==> config.mk <==
export PLATFORM = sky130hd
export DESIGN_NAME = input_debouncer
export DESIGN_NICKNAME = d
export VERILOG_FILES = /design/src/rtl/input_debouncer_pkg.sv /design/src/rtl/input_debouncer_sync_2ff.sv /design/src/rtl/input_debouncer.sv
export SDC_FILE = /design/constraint.sdc
export NUM_CORES = 1
export LEC_CHECK = 0
export CORE_MARGIN = 5
export CORE_UTILIZATION = 25
export CTS_CLUSTER_DIAMETER = 30
export CTS_CLUSTER_SIZE = 25
export DETAILED_ROUTE_END_ITERATION = 7
export PLACE_DENSITY = 0.5
export REMOVE_ABC_BUFFERS = 1
export SYNTH_ARGS = -nofsm -noshare
export SYNTH_HDL_FRONTEND = slang
export SYNTH_SLANG_ARGS = --single-unit
==> constraint.sdc <==
create_clock -name clk -period 3.4 [get_ports clk]
set_clock_uncertainty 0.1 [all_clocks]
set_input_delay 0.85 -clock clk [delete_from_list [all_inputs] [get_ports clk]]
set_output_delay 0.85 -clock clk [all_outputs]
set_load 0.005 [all_outputs]
==> src/rtl/input_debouncer_pkg.sv <==
// Shared definitions for the input conditioning blocks: debounce FSM state encoding.
package input_debouncer_pkg;

  typedef enum logic [1:0] {
    STABLE_LO = 2'b00,
    WAIT_HI   = 2'b01,
    STABLE_HI = 2'b10,
    WAIT_LO   = 2'b11
  } db_state_e;

endpackage

==> src/rtl/input_debouncer_sync_2ff.sv <==
// Two-flop synchronizer for a single asynchronous pin; resets to 0.
module sync_2ff (
  input  logic clk,
  input  logic rst,
  input  logic d,
  output logic q
);

  logic s1_q;
  logic s2_q;

  always_ff @(posedge clk or posedge rst) begin
    if (rst) begin
      s1_q <= 1'b0;
      s2_q <= 1'b0;
    end else begin
      s1_q <= d;
      s2_q <= s1_q;
    end
  end

  assign q = s2_q;

endmodule

==> src/rtl/input_debouncer.sv <==
// Debounces one raw asynchronous input: synchronizer, stability-count FSM,
// registered rise/fall pulses and a saturating count of accepted rising events.
module input_debouncer
  import input_debouncer_pkg::*;
#(
  parameter int unsigned DEBOUNCE_CYCLES = 1000,
  parameter int unsigned CNT_W           = 10,
  parameter int unsigned EVT_W           = 8
) (
  input  logic             clk,
  input  logic             rst,
  input  logic             din,
  input  logic             clr_count,
  output logic             dout,
  output logic             rise,
  output logic             fall,
  output logic [EVT_W-1:0] evt_count
);

  localparam logic [CNT_W-1:0] CNT_LAST = CNT_W'(DEBOUNCE_CYCLES - 1);
  localparam logic [CNT_W-1:0] CNT_ONE  = CNT_W'(1);
  localparam logic [EVT_W-1:0] EVT_ONE  = EVT_W'(1);

  logic din_sync;

  sync_2ff u_sync_din (
    .clk (clk),
    .rst (rst),
    .d   (din),
    .q   (din_sync)
  );

  db_state_e        state_q, state_d;
  logic [CNT_W-1:0] cnt_q, cnt_d;
  logic             dout_q, dout_d;
  logic             rise_q, rise_d;
  logic             fall_q, fall_d;
  logic [EVT_W-1:0] evt_q, evt_d;

  always_ff @(posedge clk or posedge rst) begin
    if (rst) begin
      state_q <= STABLE_LO;
      cnt_q   <= '0;
      dout_q  <= 1'b0;
      rise_q  <= 1'b0;
      fall_q  <= 1'b0;
      evt_q   <= '0;
    end else begin
      state_q <= state_d;
      cnt_q   <= cnt_d;
      dout_q  <= dout_d;
      rise_q  <= rise_d;
      fall_q  <= fall_d;
      evt_q   <= evt_d;
    end
  end

  // The counter holds the number of consecutive cycles the new level has been seen.
  always_comb begin
    state_d = state_q;
    cnt_d   = cnt_q;
    dout_d  = dout_q;
    rise_d  = 1'b0;
    fall_d  = 1'b0;
    case (state_q)
      STABLE_LO: begin
        cnt_d = '0;
        if (din_sync) begin
          state_d = WAIT_HI;
          cnt_d   = CNT_ONE;
        end
      end
      WAIT_HI: begin
        if (!din_sync) begin
          state_d = STABLE_LO;
          cnt_d   = '0;
        end else if (cnt_q == CNT_LAST) begin
          state_d = STABLE_HI;
          dout_d  = 1'b1;
          rise_d  = 1'b1;
          cnt_d   = '0;
        end else begin
          cnt_d = cnt_q + CNT_ONE;
        end
      end
      STABLE_HI: begin
        cnt_d = '0;
        if (!din_sync) begin
          state_d = WAIT_LO;
          cnt_d   = CNT_ONE;
        end
      end
      WAIT_LO: begin
        if (din_sync) begin
          state_d = STABLE_HI;
          cnt_d   = '0;
        end else if (cnt_q == CNT_LAST) begin
          state_d = STABLE_LO;
          dout_d  = 1'b0;
          fall_d  = 1'b1;
          cnt_d   = '0;
        end else begin
          cnt_d = cnt_q + CNT_ONE;
        end
      end
    endcase
  end

  // Counts on the registered rise pulse; a clear in that same cycle drops the event.
  always_comb begin
    evt_d = evt_q;
    if (clr_count) begin
      evt_d = '0;
    end else if (rise_q && (evt_q != '1)) begin
      evt_d = evt_q + EVT_ONE;
    end
  end

  assign dout      = dout_q;
  assign rise      = rise_q;
  assign fall      = fall_q;
  assign evt_count = evt_q;

endmodule

==> flow_summary.toml, run 1 <==
[detailed_routing]
final_antenna_net_count = 0
drt_iter0_drc = 13
maxUsedRoutingLayer = "met4"
wl_um = 2227
dr.pass1.iters = 4
avgViaCountPerCell = 4.915
remaining_drc_errors = 0
num_vias = 865
wl_met1_um = 1084
route.met2.wl_um = 992
met3_wirelength_um = 103
wl_per_cell_um = 12.65

[logic_synthesis]
synth_edf_count = 0
synth_top_area_share_pct = 53.53
syn_avg_cell_area_um2 = 10.72
synth.most_common_cell = "dfrtp_1"
synth-xor-area-share_pct = 6.745
synth.distinct_cells = 31
synth_commonest_cells = "25 x dfrtp_1, 9 x nor2_1, 8 x nor3_1"
ys_ff_latch = 25
synth_mux_area_share_pct = 1.820
synth_area_leaders = "dfrtp_1 54%, xnor2_1 5.2%, nor3_1 3.4%"
async_flop_share_pct = 100.0
synth_fa_ha_area_share_pct = 2.141
synth_top_family_by_area = "simple AND/OR/NAND/NOR gates"
syn_area_um2 = 1169
synth_simple_gate_area_share_pct = 20.88
yosys_warnings = 0
syn_inst = 109
ys_seq_area_share_pct = 53.53
synth_ff_type = "dfrtp_1"
synth_compound_gate_area_share_pct = 11.88
yosys.area.top_type = "dfrtp_1"

[pwr]
peakVddDrop_mv = 0.1916
p_sw_share_pct = 20.78
power_leakage_nw = 0.5492
power_density_nw_per_um2 = 352.5
seqPwrFrac_pct = 61.6
power.internal_mw = 0.3906
pwr-share-comb_pct = 3.5
clock_power_share_pct = 34.9
switchingPower_mw = 0.1025
power_mw = 0.4931

[final_layout]
ff_latch_area_um2 = 625.6
instances_no_fill = 176
area_growth_pct = 19.70
n_fill_cell = 457
num_antenna_cells = 0
design_area_um2 = 1399
fin_nets = 131
multi_input_area_um2 = 508.0
drive_above_1_share_pct = 4.839
post-route-util_pct = 31.48

[grt]
grt_max_degree = 26
grt_pass1_wl_um = 4015
grtUsageTotal_pct = 8.146
grt_pass1_vias = 848
grt_overflow = 0
grt_antenna_before_repair = 0

[critical_path]
path_max_fanout = 6
r2r_slack_ps = 1760
endpoint_kind = "output pin"
reg2regPathDepth = 5
cp_cell_sequence = "clkdlybuf4s50_1"
required_ps = 2450
cp.arrival_ps = 1250
cp.depth = 1
critPathSlowestCell = "clkdlybuf4s50_1"
cp_top_family = "buffers and inverters"
crit_buf_inv = 1
cp-start-kind = "flip-flop"
cpPeakStageDelay_ps = 540
worstSetupPathType = "flip-flop to output pin"

[sta]
hold_ws_ps = 250.9
rsz0062_at_grt = "false"
worst_pin_slew_ps = 920.5
setup_viol = 0
timing.fmax_ghz = 0.4553
min_period_ps = 2196
relSlewSlack_pct = 38.56
worst_slack_ps = 1204
finalSetupTns_ps = 0
finalCritPeriodShare_pct = 64.60
slew_violations = 0
hold_viol = 0

[clocking]
cts.sinks = 25
postCtsSetupRepairBufs = 0
root_buffer = "clkbuf_8"
worstSkewPairLatency_ps = 270
numCtsBuffers = 3
postCtsHoldBufs = 0
cts_tree = "yes"
path_clk_slew_ps = 80
cts_resized = 0
cts_buffer_depth = 2
htree_levels = 1

[placement]
gp_congestion = 0.8216
placed_cells = 172
dp_slack_ps = 1249
dp_hpwl_um = 1623
io_buffers = 14
post_dp_cell_area_um2 = 1354

[worst_hold_path]
min_path_cells = 0
hold_path_class = "flip-flop to flip-flop"

[floorplan]
initial_core_util_pct = 26.30
die_width_um = 78.37
pin_count = 15
core_um2 = 4444
rows = 24
die_y_um = 78.37
design.die.area_um2 = 6142

[outcome]
status = "completed"

[flow_run]
max_cap_violations = 0
[final cells by class]
type	instances	area share, %
Inverter	4	1.073
Multi-Input combinational cell	77	36.31
Timing Repair Buffer	14	10.02
Tap cell	52	4.651
Clock buffer	4	3.220
Sequential cell	25	44.72
[cell families after synthesis]
kind of cell	after synthesis
compound gates	20
xor+xnor	9
flops	25
buf+inv	7
simple gates	44
fa+ha+maj	2
mux	2
[routing by layer]
layer	global-route usage, %	up-vias
li1	-	431
met4	4.371	0
met5	0	-
met2	12.24	21
met3	1.831	3
met1	10.91	410
[layout by cell type (no fill, tap or decap)]
master and n:
dfrtp_1 25, clkdlybuf4s50_1 14, nor2_1 9, nor3_1 8
xnor2_1 7, a21oi_1 6, nand4_1 5, nand3_1 5
nand2_1 4, nor3b_1 4, inv_1 4, a211oi_1 3
and3_1 3, a311oi_1 3, clkbuf_8 3, a31oi_1 2
a41oi_1 2, nand2b_1 2, xor2_1 2, ha_1 2
and4bb_4 1, and4_1 1, o21ai_0 1, and2_1 1
mux2_2 1, o21a_1 1, nor2_2 1, o21bai_1 1
a41o_1 1, mux2i_1 1, clkbuf_1 1
[final timing paths]
kind | startpoint | endpoint
worst max-delay path | rise$_DFF_PP0_ | rise
worst min-delay path | u_sync_din.s1_q$_DFF_PP0_ | u_sync_din.q$_DFF_PP0_
worst max register to register | cnt_q[0]$_DFF_PP0_ | dout$_DFFE_PP0P_
worst min register to register | u_sync_din.s1_q$_DFF_PP0_ | u_sync_din.q$_DFF_PP0_
max in group asynchronous | rst | cnt_q[4]$_DFF_PP0_
min in group asynchronous | rst | evt_count[5]$_DFFE_PP0P_
[state kept, by name (all words and copies together) (netlist names), named ones only]
signal and count:
cnt_q 10, dout 1, u_sync_din.q 1, evt_count 8
state_q 1, rise 1, u_sync_din.s1_q 1, fall 1
[power groups by stage]
stage	logic [mW]	registers, mW	clock network [mW]
2_1_floorplan	0.0103	0.309	0
3_3_place_gp	0.0178	0.309	0
3_5_place_dp	0.0181	0.309	0
4_1_cts	0.0181	0.304	0.184
5_1_grt	0.0207	0.304	0.196
6_report	0.0173	0.304	0.172
Note: power is estimated with default switching activity, not from simulation.
==> run 2: changes to the inputs <==
Clock period 3.4 ns to 2.2 ns, I/O delays scaled along.
==> run 2 against run 1 <==
  * Largest cell class unchanged
  * First-iteration DRC count increased by 110%
  * Sequential share of layout area decreased by 0.28 points
  * Clock-buffer cell count decreased by 1
  * Highest routed layer is now met3
==> flow_summary.toml, run 2 (same netlist as run 1, synthesis figures left out) <==
[critical_path]
critPathSlowestCell = "clkdlybuf4s50_1"
cp_cell_sequence = "clkdlybuf4s50_1"
endpoint_kind = "output pin"
required_ps = 1550
cp-start-kind = "flip-flop"
cp_top_family = "buffers and inverters"
worstSetupPathType = "flip-flop to output pin"
r2r_slack_ps = 570
cp.arrival_ps = 1240
crit_buf_inv = 1
path_max_fanout = 6
cpPeakStageDelay_ps = 540

[final_layout]
area_growth_pct = 20.45
regMostFlops = "cnt_q"
layout_commonest_cell = "dfrtp_1"
fin_nets = 132
post-route-util_pct = 31.67
layout_common_cells = "25 x dfrtp_1, 14 x clkdlybuf4s50_1, 9 x nor2_1"
design_area_um2 = 1408
largest_reg_flops = 10
instances_no_fill = 177
drive_above_1_share_pct = 6.400
n_fill_cell = 441
num_antenna_cells = 0

[sta]
min_period_ps = 1891
rsz0062_at_grt = "false"
finalCritPeriodShare_pct = 85.94
relSlewSlack_pct = 76.25
slew_violations = 0
timing.fmax_ghz = 0.5289
worst_pin_slew_ps = 356.3
hold_ws_ps = 254.4
hold_viol = 0
setup_viol = 0
finalSetupTns_ps = 0

[clocking]
worstSkewPairLatency_ps = 260
cts.sinks = 25
postCtsHoldBufs = 0
root_buffer = "clkbuf_8"
path_clk_slew_ps = 80
cts_resized = 0
cts_buffer_depth = 2
postCtsSetupRepairBufs = 0
htree_levels = 1
numCtsBuffers = 3
cts_tree = "yes"

[detailed_routing]
remaining_drc_errors = 0
final_antenna_net_count = 0
dr.pass1.iters = 2
wl_per_cell_um = 11.90
wl_um = 2106
drt_iter0_drc = 27
avgViaCountPerCell = 4.802
num_vias = 850

[placement]
post_dp_cell_area_um2 = 1361
dp_hpwl_um = 1517
io_buffers = 14
placed_cells = 173
gp_congestion = 0.8502

[grt]
grt_antenna_before_repair = 0
grt_pass1_vias = 804
grt_pass1_wl_um = 3546
grt_max_degree = 26
grtUsageTotal_pct = 7.005
grt_overflow = 0

[pwr]
power_density_nw_per_um2 = 535.2
power_leakage_nw = 0.5567
peakVddDrop_mv = 0.4200

[floorplan]
initial_core_util_pct = 26.30
core_um2 = 4444
die_width_um = 78.37
design.die.area_um2 = 6142
die_y_um = 78.37
rows = 24
pin_count = 15

[worst_hold_path]
hold_path_class = "flip-flop to flip-flop"

[flow_run]
max_cap_violations = 0

[outcome]
status = "completed"
-- run 2: through the flow --
| stage | power [mW] | setup WS (ps) |
|---|---|---|
| 2_1_floorplan | 0.4930 | 721.0 |
| 3_3_place_gp | 0.5072 | 602.6 |
| 3_5_place_dp | 0.5068 | 589.8 |
| 4_1_cts | 0.7722 | 294.5 |
| 5_1_grt | 0.7931 | 234.5 |
| 6_report | 0.7533 | 309.2 |
-- run 2: per-layer routing --
metal,vias to the layer above,share of wire (%),global-route usage [%]
met5,-,0,0
met4,0,0,1.049
met2,16,43,10.62
li1,433,-,-
met1,401,52,9.459
met3,0,4.4,3.089
-- run 2: path summary, 6_finish.rpt --
check | start | endpoint | cells past startpoint
setup / recovery | rise$_DFF_PP0_ | rise | 1
hold / removal | u_sync_din.s1_q$_DFF_PP0_ | u_sync_din.q$_DFF_PP0_ | 0
setup reg to reg | cnt_q[0]$_DFF_PP0_ | cnt_q[0]$_DFF_PP0_ | 5
hold reg to reg | u_sync_din.s1_q$_DFF_PP0_ | u_sync_din.q$_DFF_PP0_ | 0
max in group asynchronous | rst | cnt_q[0]$_DFF_PP0_ | 3
min in group asynchronous | rst | evt_count[5]$_DFFE_PP0P_ | 3
-- run 2: layout make-up --
class	count	area, um^2	share of cell area, %
flip-flops and latches	25	625.6	44.44
multi-input cells	77	508.0	36.09
repair buffers	15	147.6	10.49
well taps	52	65.06	4.622
clock buffers	3	41.29	2.933
inverters	4	15.01	1.067
clock inverters	1	5.005	0.3556
-- run 2: power by group --
group	leakage [nW]	total, mW	switching [mW]	internal [mW]
Sequential	0.340	0.469	0.00467	0.464
Clock	0.0255	0.257	0.130	0.126
Combinational	0.191	0.0278	0.0169	0.0110
==> run 3: changes to the inputs <==
Settings changed: CTS_BUF_LIST from default to sky130_fd_sc_hd__clkbuf_8, SLEW_MARGIN from default to 20.
Clock period 2.2 ns to 2.1 ns, I/O delays scaled along.
==> results of run 3 <==
The final DEF is identical to that of run 2. Status: completed.
Among the figures that moved: setup slack after placement 589.8 ps -> 489.8 ps; setup slack after layout 309.2 ps -> 234.2 ps; register-to-register setup slack 570 ps -> 470 ps; total power 0.7533 mW -> 0.7892 mW; worst IR drop on VDD 0.4200 mV -> 0.4400 mV
